`config.mk`:
```
export PLATFORM = sky130hd
export DESIGN_NAME = axi_pwm_custom_ramp_ctrl
export DESIGN_NICKNAME = d
export VERILOG_FILES = /design/src/rtl/axi_pwm_custom_ramp_ctrl.sv
export SDC_FILE = /design/constraint.sdc
export NUM_CORES = 1
export LEC_CHECK = 0
export CAP_MARGIN = 15
export CORE_MARGIN = 2
export CORE_UTILIZATION = 30
export DETAILED_ROUTE_END_ITERATION = 10
export GPL_ROUTABILITY_DRIVEN = 0
export PLACE_DENSITY = 0.49
export SLEW_MARGIN = 25
export SYNTH_ARGS = -nofsm -noshare
export SYNTH_HDL_FRONTEND = slang
export SYNTH_SLANG_ARGS = --single-unit
export TNS_END_PERCENT = 100
```
`constraint.sdc`:
```
create_clock -name pwm_clk -period 5.3 [get_ports pwm_clk]
set_input_delay 1.06 -clock pwm_clk [delete_from_list [all_inputs] [get_ports pwm_clk]]
set_output_delay 1.06 -clock pwm_clk [all_outputs]
set_load 0.02 [all_outputs]
```
`src/rtl/axi_pwm_custom_ramp_ctrl.sv`:
```
// axi_pwm_custom_ramp_ctrl
//
// Fade sequencer for the 4-channel custom PWM LED interface. It owns the PWM
// period counter, flags the last cycle of each period, and steps a shared
// duty word through a ramp-up / hold / ramp-down profile. Duty words move
// only on period boundaries, so the PWM interface never sees a duty change
// in the middle of a period.
//
// Ports
//   pwm_clk          in   PWM clock, all state on the rising edge
//   rstn             in   async active-low reset
//   enable           in   level request to keep fading
//   step             in   duty delta per period (0 is treated as 1)
//   max_duty         in   ramp ceiling
//   hold_periods     in   periods spent at the ceiling
//   channel_mask     in   bit k selects whether channel k follows duty
//   end_of_period    out  high while period counter == PERIOD
//   data_channel_0-3 out  registered duty word per channel
//   busy             out  sequencer not idle
//   ramp_done        out  one-cycle pulse when ramp-down reaches zero
module axi_pwm_custom_ramp_ctrl #(
  parameter int PERIOD     = 4095,
  parameter int DATA_WIDTH = 12,
  parameter int HOLD_WIDTH = 8
) (
  input  logic                  pwm_clk,
  input  logic                  rstn,
  input  logic                  enable,
  input  logic [DATA_WIDTH-1:0] step,
  input  logic [DATA_WIDTH-1:0] max_duty,
  input  logic [HOLD_WIDTH-1:0] hold_periods,
  input  logic [3:0]            channel_mask,
  output logic                  end_of_period,
  output logic [DATA_WIDTH-1:0] data_channel_0,
  output logic [DATA_WIDTH-1:0] data_channel_1,
  output logic [DATA_WIDTH-1:0] data_channel_2,
  output logic [DATA_WIDTH-1:0] data_channel_3,
  output logic                  busy,
  output logic                  ramp_done
);

  localparam int NUM_CH = 4;
  localparam logic [DATA_WIDTH-1:0] PERIOD_W = DATA_WIDTH'(PERIOD);
  localparam logic [DATA_WIDTH-1:0] ONE_W    = DATA_WIDTH'(1);

  localparam logic [1:0] ST_IDLE = 2'd0;
  localparam logic [1:0] ST_UP   = 2'd1;
  localparam logic [1:0] ST_HOLD = 2'd2;
  localparam logic [1:0] ST_DOWN = 2'd3;

  // Configuration snapshot; only refreshed when a new fade cycle starts.
  typedef struct packed {
    logic [DATA_WIDTH-1:0] step;
    logic [DATA_WIDTH-1:0] max_duty;
    logic [HOLD_WIDTH-1:0] hold;
    logic [NUM_CH-1:0]     mask;
  } cfg_t;

  logic [DATA_WIDTH-1:0]             cnt_q, cnt_d;
  logic [1:0]                        state_q, state_d;
  logic [DATA_WIDTH-1:0]             duty_q, duty_d;
  logic [HOLD_WIDTH-1:0]             hold_q, hold_d;
  logic                              done_q, done_d;
  cfg_t                              cfg_q, cfg_d, cfg_live;
  logic [DATA_WIDTH:0]               sum;
  logic [NUM_CH-1:0]                 lane_en;
  logic [NUM_CH-1:0][DATA_WIDTH-1:0] data_q;

  // Period counter: starts at 0 after reset, so the first period is one cycle
  // longer; afterwards it wraps PERIOD -> 1.
  assign end_of_period = (cnt_q == PERIOD_W);
  assign cnt_d         = end_of_period ? ONE_W : cnt_q + ONE_W;

  always_comb begin
    cfg_live.step     = (step == '0) ? ONE_W : step;
    cfg_live.max_duty = max_duty;
    cfg_live.hold     = hold_periods;
    cfg_live.mask     = channel_mask;
  end

  // Extra carry bit so a ramp step near the top of the range cannot wrap.
  assign sum = {1'b0, duty_q} + {1'b0, cfg_q.step};

  always_comb begin
    state_d = state_q;
    duty_d  = duty_q;
    hold_d  = hold_q;
    cfg_d   = cfg_q;
    done_d  = 1'b0;
    if (end_of_period) begin
      case (state_q)
        ST_IDLE: begin
          if (enable) begin
            state_d = ST_UP;
            cfg_d   = cfg_live;
          end
        end
        ST_UP: begin
          if (!enable) begin
            state_d = ST_DOWN;
          end else if (duty_q == cfg_q.max_duty) begin
            state_d = ST_HOLD;
            hold_d  = cfg_q.hold;
          end else if (sum > {1'b0, cfg_q.max_duty}) begin
            duty_d = cfg_q.max_duty;
          end else begin
            duty_d = sum[DATA_WIDTH-1:0];
          end
        end
        ST_HOLD: begin
          if (!enable || hold_q == '0) state_d = ST_DOWN;
          else                         hold_d  = hold_q - 1'b1;
        end
        default: begin // ST_DOWN
          if (duty_q <= cfg_q.step) begin
            duty_d = '0;
            done_d = 1'b1;
            if (enable) begin
              state_d = ST_UP;
              cfg_d   = cfg_live;
            end else begin
              state_d = ST_IDLE;
            end
          end else begin
            duty_d = duty_q - cfg_q.step;
          end
        end
      endcase
    end
  end

  // Lanes are fed from next-state values so the outputs carry no extra
  // latency relative to the duty register; idle blanks every lane.
  always_comb begin
    for (int k = 0; k < NUM_CH; k++)
      lane_en[k] = (state_d != ST_IDLE) && cfg_d.mask[k];
  end

  always_ff @(posedge pwm_clk or negedge rstn) begin
    if (!rstn) begin
      cnt_q   <= '0;
      state_q <= ST_IDLE;
      duty_q  <= '0;
      hold_q  <= '0;
      done_q  <= 1'b0;
      cfg_q   <= '0;
      data_q  <= '0;
    end else begin
      cnt_q   <= cnt_d;
      state_q <= state_d;
      duty_q  <= duty_d;
      hold_q  <= hold_d;
      done_q  <= done_d;
      cfg_q   <= cfg_d;
      for (int k = 0; k < NUM_CH; k++)
        data_q[k] <= lane_en[k] ? duty_d : '0;
    end
  end

  assign data_channel_0 = data_q[0];
  assign data_channel_1 = data_q[1];
  assign data_channel_2 = data_q[2];
  assign data_channel_3 = data_q[3];
  assign busy           = (state_q != ST_IDLE);
  assign ramp_done      = done_q;

endmodule

```
### Word level (Yosys, flattened, before mapping)

Index checks and enable logic that the tools add are counted.
W data, S select, Z words.

* word-level logic and storage cells: 76
* flip-flop bits (word level): 119
* output and inout port bits: 51
* input bits: 39

* muxes and demuxes: 31
* reductions and logical operators: 18
* $add $sub $neg: 4
* bitwise logic cells: 1
* equality and inequality tests: 7
* $lt $le $gt $ge: 2

Operators by type and width (number)
* $mux W12: 11
* $mux W36: 2
* $pmux W36 S2: 1
* $mux W8: 3
* $pmux W12 S2: 1
* $pmux W8 S2: 1
* $add A12 B12 Y13: 1
* $gt A13 B12 Y1: 1
* $add A12 B1 Y12 const B: 1
* $eq A12 B12 Y1: 1
* $eq A12 B12 Y1 const B: 1
* $le A12 B12 Y1: 1
* $logic_not A12 Y1: 1
* $mux W2: 6
* $sub A12 B12 Y12: 1
* $logic_not A8 Y1: 1
* $reduce_bool A2 Y1: 4
* $sub A8 B1 Y8 const B: 1
* $ne A2 B2 Y1 const B: 3
* $pmux W2 S3: 1
* $reduce_and A5 Y1: 1
* $logic_and A1 B1 Y1: 4
* $mux W1: 4
* $mux W4: 1
* other kinds (9): 10

### Depth between registers and ports, before layout

* word-level depth: 8
* mapped depth: 17
* mapped depth without buffers: 16

### Least setup slack after synthesis

No wires, ideal clock.

* kind: reg2reg
* start point: register duty_q[2]
* end point: register data_q (netlist bit data_channel_0[10])
* path slack: 1351 ps
* cell stages (with the launch flop): 16
* library setup time: 139 ps
* arrival: 3810 ps
* data required time: 5161 ps
* path buffers: 1
* clock period less this slack: 3949 ps
* cell sequence: dfrtp_1 -> ha_1 -> buf_6 -> nor2b_1 -> a2111o_1 -> a31oi_1 -> o21ai_0 -> xor2_1 -> ha_1 -> a21oi_1 -> nand3_1 -> a2111oi_0 -> a221o_1 -> nand2_1 -> o211ai_1 -> a21oi_1

* cells in the longest elaborated chain, start to end: 8
* elaborated cells on any way between the ends: 22
* classes of those cells: add/sub (2); order compare (2); eq/ne (1); mux (15); reduce/logical (2)

Ends and longest elaborated chain
* start, declared: line 61 `logic [DATA_WIDTH-1:0] duty_q, duty_d;`
* start signal, assigned: line 151 `duty_q <= duty_d;`
* $add A12 B12 Y13 or $eq A12 B12 Y1 (tied branches): line 82, 101
* $gt A13 B12 Y1 or $mux W2 (tied branches): line 104, 101
* $mux W12 or $mux W2 (tied branches): line 104, 99
* $mux W12 or $pmux W2 S3 (tied branches): line 101, 91
* $mux W12 or $mux W2 (tied branches): line 99, 90
* $pmux W12 S2 or $reduce_bool A2 Y1 (tied branches): line 91, 136
* $mux W12 or $logic_and A1 B1 Y1 (tied branches): line 90, 136
* $mux W12 (*): line 156 `data_q[k] <= lane_en[k] ? duty_d : '0;`
* end signal, assigned by index: line 156
* end, declared: line 67 `logic [NUM_CH-1:0][DATA_WIDTH-1:0] data_q;`

Every way passes the cells marked *; elsewhere a longest branch is shown, timed or not. The select of a mux whose other input is x is not followed.
A chain may end at the register's enable or synchronous reset.

### Worst setup path after layout

* start point: register duty_q[2]
* end point: register data_q (netlist bit data_channel_3[9])

Same word-level chain as after synthesis.

==> results.md <==
Power and ir drop:
- Across the VDD grid, the largest voltage drop is 0.164 mV.
- Dividing total power by cell area gives a power density of 242 nW/um2.
- The leakage power is 3.97 nW.

Global routing:
- The global-route met1 utilization is 25.5%.
- The busiest layer in global routing is met1.
- The number of antenna violations at the first check in global routing is 0.
- The leftover overflow at the end of global routing is 0.
- The global-route met2 utilization is roughly a quarter.
- The first global-routing pass estimated about 31 mm of wire.
- The maximum number of pins on one net before global-route repair is 57.
- The number of global-route vias before repair was approximately 5300.
- The met3 routing resource usage after global routing is around 2.7%.
- The total track usage is roughly 17%.

Yosys:
- The count of different cell masters after synthesis is 79.
- By area the synthesized netlist is led by dfrtp_1, ha_1, a21oi_1, a22o_1, inv_1.
- The share of synthesized registers carrying an async set or reset is 100%.
- The average size of a mapped cell is 9.73 um2.
- Synthesis inferred roughly 120 register bits.
- The Yosys step of the flow raised 0 warnings.
- The number of cells produced by synthesis is roughly 710.
- The post-synthesis instance area is 6890 um2.
- dfrtp_1 takes more of the synthesized area than any other cell.
- The number of flops mapped to enable cells by yosys is 0.
- Among all flip-flop cells after synthesis, the most frequent one is dfrtp_1.
- The net count after synthesis is 792.
- Sequential elements use ~43% of the synthesized area.
- The area fraction of the dominant cell type after synthesis is a little over two fifths.

Drt:
- The number of vias after detailed routing is 5640.
- The count of nets left with antenna violations once routing finished came out at 0.
- After detailed routing, the average wire length per cell comes to 18.0 um.
- For this run, the detailed router's first-pass iteration total came to 4.
- Dividing the detail-routed via count by the number of cells gives around 5.2.
- For this block, the initial DRC count from the detailed router was 342.
- The post-detailed-route DRC marker count is 0.
- The final wirelength is a little under 20 mm.

Floorplan:
- Pin placement for this block handled 90 I/O pins.
- The die outline area is approximately 24000 um2.
- The floorplan step set the die width to approximately 160 um.
- The number of core rows is 55.
- The core box area is roughly 23000 um2.
- For this configuration, the core starts out at a cell density of a little under a third.
- The die is between 150 and 200 um tall.

STA:
- Measured against its own limit, the worst slew margin works out to between 40% and 50%.
- The final max-slew violation count came to 0.
- Setup repair after global routing left no endpoint under its margin.
- For the pin with the worst max-slew slack, the measured transition is approximately 0.86 ns.
- Based on the critical path, the design can be clocked at up to ~210 MHz.
- The maximum clock skew at final layout is about 0.010 ns.
- The minimum period implied by the final worst setup slack is just under 5 ns.
- The hold violation count in the final report is 0.
- The final worst hold slack is about 0.5 ns.
- The post-route setup TNS is 0 ns.
- In the finished design, the share of the clock period the worst path needs comes to about nine tenths.
- The setup-violating endpoint count in the final report is 0.

Critical path:
- The largest individual stage delay along the critical path comes from the cell o211ai_1.
- Of all nets on the critical path, the largest fanout is 11.
- Traced cell by cell, the critical path runs through ha_1, nor2b_1, a2111o_1, a31oi_1, o21ai_0, xor2_1, ha_1, a21oi_1, nand3_1, a2111oi_0, a221o_1, nand2_1, o211ai_1, a21oi_1.
- The worst setup path is launched from a flop.
- The largest single stage delay on the critical path is roughly 0.5 ns.
- Data on the critical path is required at its endpoint by approximately 5.6 ns.
- The worst setup path is captured at a flop.
- The number of buffers and inverters on the critical path is 0.
- The data arrival time of the critical path is between 5 and 6 ns.
- By startpoint and endpoint, the worst setup path is classified as flop to flop.
- The launching point of the worst reg2reg path is duty_q[2]$_DFF_PN0_.
- The launch point of the critical path is duty_q[2]$_DFF_PN0_.
- The kind of cell adding the most delay to the critical path is compound AO/OA/AOI/OAI gates.

Clocking:
- The TritonCTS clock tree is built.
- The count of clock tree sinks is 119.
- The number of buffers added by the clock tree synthesis step is 17.
- Once the clock tree was built, the resizer swapped 0 gates to a different size.
- Counting along the longest clock path gives a buffer depth of 2.
- After clock tree synthesis, the clock-pin slew on the worst setup and hold paths is about 0.06 ns.
- The cell at the root of the clock tree is clkbuf_16.
- The cts-stage hold buffer count is 0.
- The number of H-tree levels is 4.
- The clock latency reported for the late side of the worst-skew pair is 0.42 ns.

Placed design:
- The sum of net half-perimeters after detailed placement is approximately 15 mm.
- In this run the tool buffered the top-level ports with 89 buffer cells.
- The cell total after placement is around 1100.
- The instance area after placement is roughly 8000 um2.

Hold path:
- The source of the worst hold timing path is cnt_q[10]$_DFF_PN0_.
- The worst hold path belongs to the class flop to flop.

Cells and area:
- The layout filler cell count is 2325.
- The count of placed standard cells in the final layout, fillers left out is between 1000 and 1500.
- The net count of the finished layout is about 880.
- The ratio of cells with drive above 1 in the final layout is 9.03%.
- The final instance area is around 8600 um2.
- Relative to the synthesized area, the layout overhead comes to 24.8%.
- Cells fill approximately two fifths of the core in the end.
- The antenna cell count is 0.

Run status:
- The flow ran to the end, and the final reports show no timing, DRC or antenna violations.

Flow run:
- The count of maximum capacitance violations is 0.
sequential cells by signal, indices dropped and copies added (netlist names), named ones only:
name and count:
cfg_q 36, cnt_q 12, data_channel_0 12, data_channel_1 12
data_channel_2 12, data_channel_3 12, duty_q 11, hold_q 8
ramp_done 1, state_q 2
worst reg2reg max path: stages (launching register included):
cell and delay, ns:
dfrtp_1 0.45, ha_1 0.49, nor2b_1 0.20, a2111o_1 0.44
a31oi_1 0.26, o21ai_0 0.15, xor2_1 0.25, ha_1 0.32
a21oi_1 0.18, nand3_1 0.11, a2111oi_0 0.50, a221o_1 0.39
nand2_1 0.28, o211ai_1 0.52, a21oi_1 0.13
synth_stat cells (all sizes together), types with 4 or more instances:
cell type and number:
a211o 4, a21o 4, a21oi 67, a221oi 4, a22o 33, a22oi 8, a31oi 4, and3 10
buf 19, clkbuf 8, dfrtp 119, ha 43, inv 63, mux2i 5, nand2 40, nand2b 5
nand3 20, nand4 9, nor2 42, nor3 31, nor4 9, o2111ai 4, o211ai 10, o21a 6
o21ai 38, o22ai 7, or3 4, xnor2 14, xor2 21
layout by cell type (no fill, tap or decap), types with 5 or more instances in the layout:
cell and instances:
dfrtp_1 119, clkdlybuf4s50_1 88, a21oi_1 67, inv_1 62, ha_1 43, nor2_1 40, o21ai_0 36, nand2_1 36
a22o_1 33, nor3_1 28, xor2_1 21, nand3_1 20, clkbuf_16 17, xnor2_1 14, and3_1 9, nor4_1 9
o211ai_1 9, nand4_1 8, a22oi_1 8, buf_4 7, o21a_1 6, mux2i_1 5, nand2b_1 5, clkinv_2 5
clkinvlp_4 5
final cells by class:
class,instances,area (um2),area share [%]
Multi-Input combinational cell,499,3520,41.0
Sequential cell,119,2980,34.6
Timing Repair Buffer,95,933,10.9
Clock buffer,19,443,5.15
Tap cell,285,357,4.15
Inverter,63,236,2.75
Clock inverter,13,131,1.53
repair_timing:
item,CTS,global route
endpoints found under the setup margin,0,2
hold endpoints to repair,0,0
setup buffers,0,1
report_power, final:
part	switching [W]	internal [W]	leakage [nW]
registers	0	0.000909	1.60
clock network	0.000423	0.000699	0.271
logic	0.0000278	0.0000270	2.10
total	0.000451	0.00163	3.97
through the flow:
step,power (W),setup slack (ns)
3_3_place_gp,0.000983,0.725
3_5_place_dp,0.000982,0.592
4_1_cts,0.00212,0.567
6_report,0.00209,0.484
2_1_floorplan,0.000930,1.35
5_1_grt,0.00216,0.0327
final timing paths:
| kind | to | slack [ns] | depth (start not counted) |
|---|---|---|---|
| max | data_channel_3[9]$_DFF_PN0_ | 0.48 | 14 |
| min | cnt_q[10]$_DFF_PN0_ | 0.49 | 1 |
| max reg2reg | data_channel_3[9]$_DFF_PN0_ | 0.48 | 14 |
| min reg2reg | cnt_q[10]$_DFF_PN0_ | 0.49 | 1 |
| max in group asynchronous | data_channel_1[6]$_DFF_PN0_ | 3.80 | 2 |
| min in group asynchronous | cfg_q[7]$_DFFE_PN0P_ | 0.50 | 1 |
routing by layer:
| layer | part of all wire, % | vias to the layer above | wire length [um] |
|---|---|---|---|
| met5 | 0 | - | 0 |
| met4 | 1.6 | 0 | 306 |
| met3 | 4.0 | 17 | 792 |
| met2 | 42 | 137 | 8240 |
| met1 | 52 | 2730 | 10300 |
| li1 | - | 2756 | - |
cells by family after synthesis:
group / after synthesis / share of synthesized area [%]
compound gates: 224 / 23.1
xor+xnor: 35 / 4.45
fa+ha+maj: 45 / 8.39
buf+inv: 90 / 5.77
flops: 119 / 43.2
mux: 6 / 0.890
simple gates: 189 / 14.2
(Power assumes the default switching activity.)
